**config.mk**
```make
export PLATFORM = sky130hd
export DESIGN_NAME = alu_arbiter
export DESIGN_NICKNAME = d
export VERILOG_FILES = /design/src/rtl/alu_arbiter.sv
export SDC_FILE = /design/constraint.sdc
export NUM_CORES = 1
export LEC_CHECK = 0
export ABC_AREA = 1
export CAP_MARGIN = 40
export CORE_MARGIN = 3
export CORE_UTILIZATION = 42
export DETAILED_ROUTE_END_ITERATION = 12
export GPL_TIMING_DRIVEN = 0
export PLACE_DENSITY_LB_ADDON = 0.1
export SETUP_SLACK_MARGIN = 0.4
export SYNTH_ARGS = -nofsm -noshare
export SYNTH_HDL_FRONTEND = slang
export SYNTH_SLANG_ARGS = --single-unit
```
**constraint.sdc**
```tcl
create_clock -name clk -period 1.9 [get_ports clk]
set_input_delay 0.19 -clock clk [delete_from_list [all_inputs] [get_ports clk]]
set_output_delay 0.19 -clock clk [all_outputs]
set_load 0.02 [all_outputs]
```
**src/rtl/alu_arbiter.sv**
```systemverilog
// alu_arbiter: shares one combinational 8-bit ALU between two valid/ready
// requesters. It registers the winning operands onto the ALU, captures the
// result one cycle later and holds it until the owning requester takes it.
module alu_arbiter #(
  parameter bit FIXED_PRIO = 1'b0
) (
  input  logic       clk,
  input  logic       rst_n,

  input  logic       req0_valid,
  output logic       req0_ready,
  input  logic [2:0] req0_op,
  input  logic [7:0] req0_a,
  input  logic [7:0] req0_b,

  input  logic       req1_valid,
  output logic       req1_ready,
  input  logic [2:0] req1_op,
  input  logic [7:0] req1_a,
  input  logic [7:0] req1_b,

  output logic       rsp0_valid,
  input  logic       rsp0_ready,
  output logic [7:0] rsp0_data,
  output logic       rsp0_eq,

  output logic       rsp1_valid,
  input  logic       rsp1_ready,
  output logic [7:0] rsp1_data,
  output logic       rsp1_eq,

  output logic [7:0] alu_a,
  output logic [7:0] alu_b,
  output logic [2:0] alu_ctrl,
  input  logic [7:0] alu_out,
  input  logic       alu_eq,

  output logic       busy
);

  localparam int unsigned DW  = 8;
  localparam int unsigned OPW = 3;
  localparam logic [OPW-1:0] OP_BEQ = 3'b111;

  typedef enum logic [1:0] {
    ST_IDLE = 2'd0,
    ST_EXEC = 2'd1,
    ST_RESP = 2'd2
  } state_e;

  state_e         state_q, state_d;
  logic           owner_q, owner_d;
  logic           last_grant_q, last_grant_d;
  logic [DW-1:0]  alu_a_q, alu_a_d;
  logic [DW-1:0]  alu_b_q, alu_b_d;
  logic [OPW-1:0] alu_ctrl_q, alu_ctrl_d;
  logic [DW-1:0]  res_data_q, res_data_d;
  logic           res_eq_q, res_eq_d;

  logic           grant_c;
  logic           grant_vld_c;
  logic           accept_c;
  logic           rsp_done_c;

  // Pick the requester to serve this cycle; a tie goes to req0 in fixed mode,
  // otherwise to whichever requester was not granted last.
  always_comb begin
    grant_vld_c = req0_valid | req1_valid;
    grant_c     = 1'b0;
    if (req0_valid && req1_valid) begin
      grant_c = FIXED_PRIO ? 1'b0 : ~last_grant_q;
    end else if (req1_valid) begin
      grant_c = 1'b1;
    end
  end

  assign accept_c   = (state_q == ST_IDLE) && grant_vld_c;
  assign rsp_done_c = owner_q ? rsp1_ready : rsp0_ready;

  // State register plus all datapath flops.
  always_ff @(posedge clk or negedge rst_n) begin
    if (!rst_n) begin
      state_q      <= ST_IDLE;
      owner_q      <= 1'b0;
      last_grant_q <= 1'b1;
      alu_a_q      <= '0;
      alu_b_q      <= '0;
      alu_ctrl_q   <= '0;
      res_data_q   <= '0;
      res_eq_q     <= 1'b0;
    end else begin
      state_q      <= state_d;
      owner_q      <= owner_d;
      last_grant_q <= last_grant_d;
      alu_a_q      <= alu_a_d;
      alu_b_q      <= alu_b_d;
      alu_ctrl_q   <= alu_ctrl_d;
      res_data_q   <= res_data_d;
      res_eq_q     <= res_eq_d;
    end
  end

  // Next-state logic: one accept, one execute cycle, then hold until taken.
  always_comb begin
    state_d = state_q;
    case (state_q)
      ST_IDLE: if (accept_c)   state_d = ST_EXEC;
      ST_EXEC:                 state_d = ST_RESP;
      ST_RESP: if (rsp_done_c) state_d = ST_IDLE;
      default:                 state_d = ST_IDLE;
    endcase
  end

  // Datapath updates: latch the granted request, then capture the ALU result.
  always_comb begin
    owner_d      = owner_q;
    last_grant_d = last_grant_q;
    alu_a_d      = alu_a_q;
    alu_b_d      = alu_b_q;
    alu_ctrl_d   = alu_ctrl_q;
    res_data_d   = res_data_q;
    res_eq_d     = res_eq_q;
    if (accept_c) begin
      owner_d      = grant_c;
      last_grant_d = grant_c;
      alu_a_d      = grant_c ? req1_a  : req0_a;
      alu_b_d      = grant_c ? req1_b  : req0_b;
      alu_ctrl_d   = grant_c ? req1_op : req0_op;
    end
    if (state_q == ST_EXEC) begin
      if (alu_ctrl_q == OP_BEQ) begin
        res_data_d = '0;
        res_eq_d   = alu_eq;
      end else begin
        res_data_d = alu_out;
        res_eq_d   = 1'b0;
      end
    end
  end

  // Output decode from state, owner and the result register.
  always_comb begin
    req0_ready = accept_c && !grant_c;
    req1_ready = accept_c && grant_c;
    rsp0_valid = (state_q == ST_RESP) && !owner_q;
    rsp1_valid = (state_q == ST_RESP) && owner_q;
    rsp0_data  = ((state_q == ST_RESP) && !owner_q) ? res_data_q : '0;
    rsp1_data  = ((state_q == ST_RESP) && owner_q)  ? res_data_q : '0;
    rsp0_eq    = (state_q == ST_RESP) && !owner_q && res_eq_q;
    rsp1_eq    = (state_q == ST_RESP) && owner_q  && res_eq_q;
    busy       = (state_q != ST_IDLE);
  end

  assign alu_a    = alu_a_q;
  assign alu_b    = alu_b_q;
  assign alu_ctrl = alu_ctrl_q;

endmodule

```
# [Word-level counts from Yosys, hierarchy flattened]
# Index checks and enable logic that the tools add are counted.
[word_totals] ff_bits=32 input_bits=53 output_inout_bits=42 word_cells=41
[classes] eq_ne=5 muxes=13 bitwise_logic=2 reduce_logical=13
[op_table] op="$mux W8" count=5
[op_table] op="$logic_and A1 B1 Y1" count=8
[op_table] op="$pmux W2 S3" count=1
[op_table] op="$mux W1" count=4
[op_table] op="$mux W2" count=2
[op_table] op="$ne A2 B2 Y1 const B" count=2
[op_table] op="$eq A3 B3 Y1 const B" count=1
[op_table] op="$mux W3" count=1
[op_table] op="$eq A2 B1 Y1 const B" count=1
[op_table] op="$eq A2 B2 Y1 const B" count=1
[op_table] op="$logic_not A1 Y1" count=2
[op_table] op="$logic_not A2 Y1" count=1
[op_table] op="$reduce_and A2 Y1" count=1
[op_table] op="$reduce_bool A2 Y1" count=1
[op_table] op="$not A1 Y1" count=1
[op_table] op="$or A1 B1 Y1" count=1

# [Depth between registers and ports, before layout]
[logic_depth] ltp_word=4 depth_mapped=7 depth_no_buf=6

# [Worst setup path after synthesis]
# OpenSTA, ideal clock, no wires.
[synth_timing] path_kind="register to output" from="reg state_q[1]" to="out req0_ready" arrival_ns=1.233 required_time_ns=1.710 slack_ns=0.477 stages_incl_launch_ff=7 path_buffers=1 path_cell_list="dfrtp_1 -> inv_1 -> nand2_2 -> nor2_4 -> inv_2 -> buf_6 -> nor2_1"
[synth_between] elab_chain_cells=3
[synth_lines] item="from (decl)" line="51" text="state_e state_q, state_d;"
[synth_lines] item="from (signal assigned)" line="92" text="state_q <= state_d;"
[synth_lines] item="$logic_not A2 Y1" line="77" text="assign accept_c = (state_q == ST_IDLE) && grant_vld_c;"
[synth_lines] item="$logic_and A1 B1 Y1" line="77"
[synth_lines] item="$logic_and A1 B1 Y1" line="143" text="req0_ready = accept_c && !grant_c;"
[synth_lines] item="to (decl)" line="11" text="output logic req0_ready,"
# No other way between the ends.

# [Final worst setup path]
[layout_timing] from="reg state_q[1]" to="out rsp1_data[4]"
[layout_between] elab_chain_cells=3
[layout_lines] item="$eq A2 B2 Y1" line="148" text="rsp1_data = ((state_q == ST_RESP) && owner_q) ? res_data_q : '0;"
[layout_lines] item="$logic_and A1 B1 Y1" line="148"
[layout_lines] item="$mux W8" line="148"
[layout_lines] item="to (decl)" line="29" text="output logic [7:0] rsp1_data,"
# No other way between the ends.

==> results.yml <==
drt:
  drc: 0
  postRouteAntennaNets: 0
  drtIter0Drc: 98
  viasPerCell: 4.851
  vias: 1984
  wire_per_inst_um: 13.24
  first_pass_iters: 4
  totalWireLength_mm: 5.415
timing:
  max_freq_mhz: 620.8
  final_max_slew_viol_count: 0
  worst_pin_slew_ns: 0.7302
  max-slew-margin-rel: 0.5132
  fin_crit_ns: 1.611
  period_share: 0.8478
  hold_violations: 0
  final-setup-viol-count: 0
  setup-tns-final_ns: 0
  rsz0062_at_grt: "true"
  skew_ns: 0.002464
setup_path:
  worstRegToRegCells: 6
  end_kind: "output port"
  crit_type: "reg2out"
  cp.arrival_ns: 1.42
  cp_slowest_cell: "dfrtp_1"
  slowest_delay_ns: 0.36
  crit_path_start_kind: "register"
  worstPathCellList: "inv_2, nor2_4, nand2_4, nor2_1, buf_4"
  crit_fanout: 5
  crit_required_ns: 1.71
die:
  die_y_um: 70.67
  start_util: 0.4558
  row_count: 22
  ios: 95
  core_um2: 3854
  dieArea_um2: 4994
  fp.dieW_um: 70.67
global_route:
  gr-total-overflow: 0
  grtUsageTotal: 0.2020
  grt_pass1_vias: 1767
  grt_max_degree: 33
  grt_antenna_before_repair: 0
  grt_pass1_wl_mm: 8.038
placement:
  hpwl_mm: 3.661
  gp_congestion: 0.8059
  port_buffers: 94
yosys:
  synth.distinct_cells: 14
  synth.largest_area_cell: "dfrtp_1"
  seq_area_frac_synth: 0.4566
  synth_top_area_frac: 0.4416
  synthCells: 248
  ys_ff_latch: 32
  yosysWarnings: 0
  synth_area_um2: 1757
  synthTopCellsByArea: "dfrtp_1, nand3_1, nand2_1"
  synth_fp_nets: 301
  syn_area_per_cell_um2: 7.083
cts:
  insertion_delay_ns: 0.28
  clk_pin_slew_worst_paths_ns: 0.06
  cts_sinks: 32
  cts_buffers: 5
  h-tree-depth: 2
  cts_buffer_depth: 2
  ctsRootBufferMaster: "clkbuf_8"
  cts_tree: "built"
layout:
  layout-drive-gt1-share: 0.2133
  syn_to_final_growth_pct: 74.36
  final_common_cell: "clkdlybuf4s50_1"
  final_cell_mix: "clkdlybuf4s50_1, nand2_1, inv_1"
  antenna_cells: 0
  final_net_count: 413
worst_hold_path:
  hold_depth: 2
  hp-class: "reg2reg"
flow_run:
  max_cap_violations: 0
pwr:
  fin_total_pwr_mw: 4.433
  worst_ir_drop_vdd_mv: 0.7929
  power.density_nw_per_um2: 1447
  power_leakage_nw: 1.626
status:
  status: "completed"
-- worst max-delay path: cells and delay by family, from the launching register on --
family        cells  cell delay [ns]
simple gates      3             0.55
flops             1             0.36
buf+inv           2             0.22
-- sequential cells by signal, summed over array words and instances (netlist names) --
register      count
alu_a             8
alu_b             8
alu_ctrl          3
last_grant_q      1
owner_q           1
res_data_q        8
res_eq_q          1
state_q           2
-- layer usage --
metal	track usage	share of wire
met1	0.2464	0.40
met2	0.3451	0.50
met3	0.07386	0.089
met4	0.04175	0.015
met5	0	0
-- final timing paths --
check | start | endpoint | slack (ns)
max in group asynchronous | rst_n | res_data_q[7] | 0.93
min | last_grant_q | last_grant_q | 0.47
max reg2reg | state_q[1] | res_eq_q | 0.54
max | state_q[1] | rsp1_data[4] | 0.29
min in group asynchronous | rst_n | alu_a[7] | 0.51
min reg2reg | last_grant_q | last_grant_q | 0.47
-- where the power goes --
group / switching (mW) / total (mW) / internal, mW
Sequential: 0.188 / 1.22 / 1.03
Clock: 0.245 / 0.634 / 0.389
Combinational: 1.48 / 2.58 / 1.10
Total: 1.91 / 4.43 / 2.52
-- Yosys cell counts --
cell type and n:
nand2_1 64, inv_1 53, nand3_1 48, dfrtp_1 31, nor2_1 22, o21ai_0 10, buf_2 4, buf_6 4
buf_4 3, nand2_2 3, inv_2 2, nor2_4 2, dfstp_2 1, o22ai_1 1
-- final cells by class --
class	count	area, µm²
multi-input cells	152	795.8
well taps	48	60.06
clock inverters	2	35.03
clock buffers	6	72.57
flip-flops and latches	32	802.0
repair buffers	103	997.2
inverters	55	206.4
plain buffers	11	93.84
fillers	285	790.8
-- per-stage QoR --
stage	setup slack [ns]	cell area [µm²]	utilization	hold WS (ns)	instances
after global placement	-0.1307	2758	0.7156	0.4541	390
after CTS	0.1944	2800	0.7266	0.4684	401
after floorplan	0.4770	1757	-	-0.1056	248
after detailed placement	-0.1391	2753	0.7143	0.2855	390
final	0.2893	3063	0.7948	0.4672	409
after global routing	0.1921	3063	0.7948	0.4852	409
-- timing repair --
| item | in CTS | in global routing |
|---|---|---|
| gates cloned | 0 | 2 |
| setup endpoints to repair | 23 | 25 |
| hold buffers | 1 | 0 |
| pin swaps | 1 | 8 |
| setup buffers | 2 | 6 |
| resized for setup | 94 | 69 |
| hold endpoints to repair | 31 | 0 |
-- kinds of logic (layout without fill, tap and decap cells) --
family          count (synthesis)  count (layout)  synth area share
simple gates                  139             141            0.3440
buf+inv                        66             177            0.1674
flops                          32              32            0.4566
compound gates                 11              11           0.03205
Note: power is estimated with default switching activity, not from simulation.
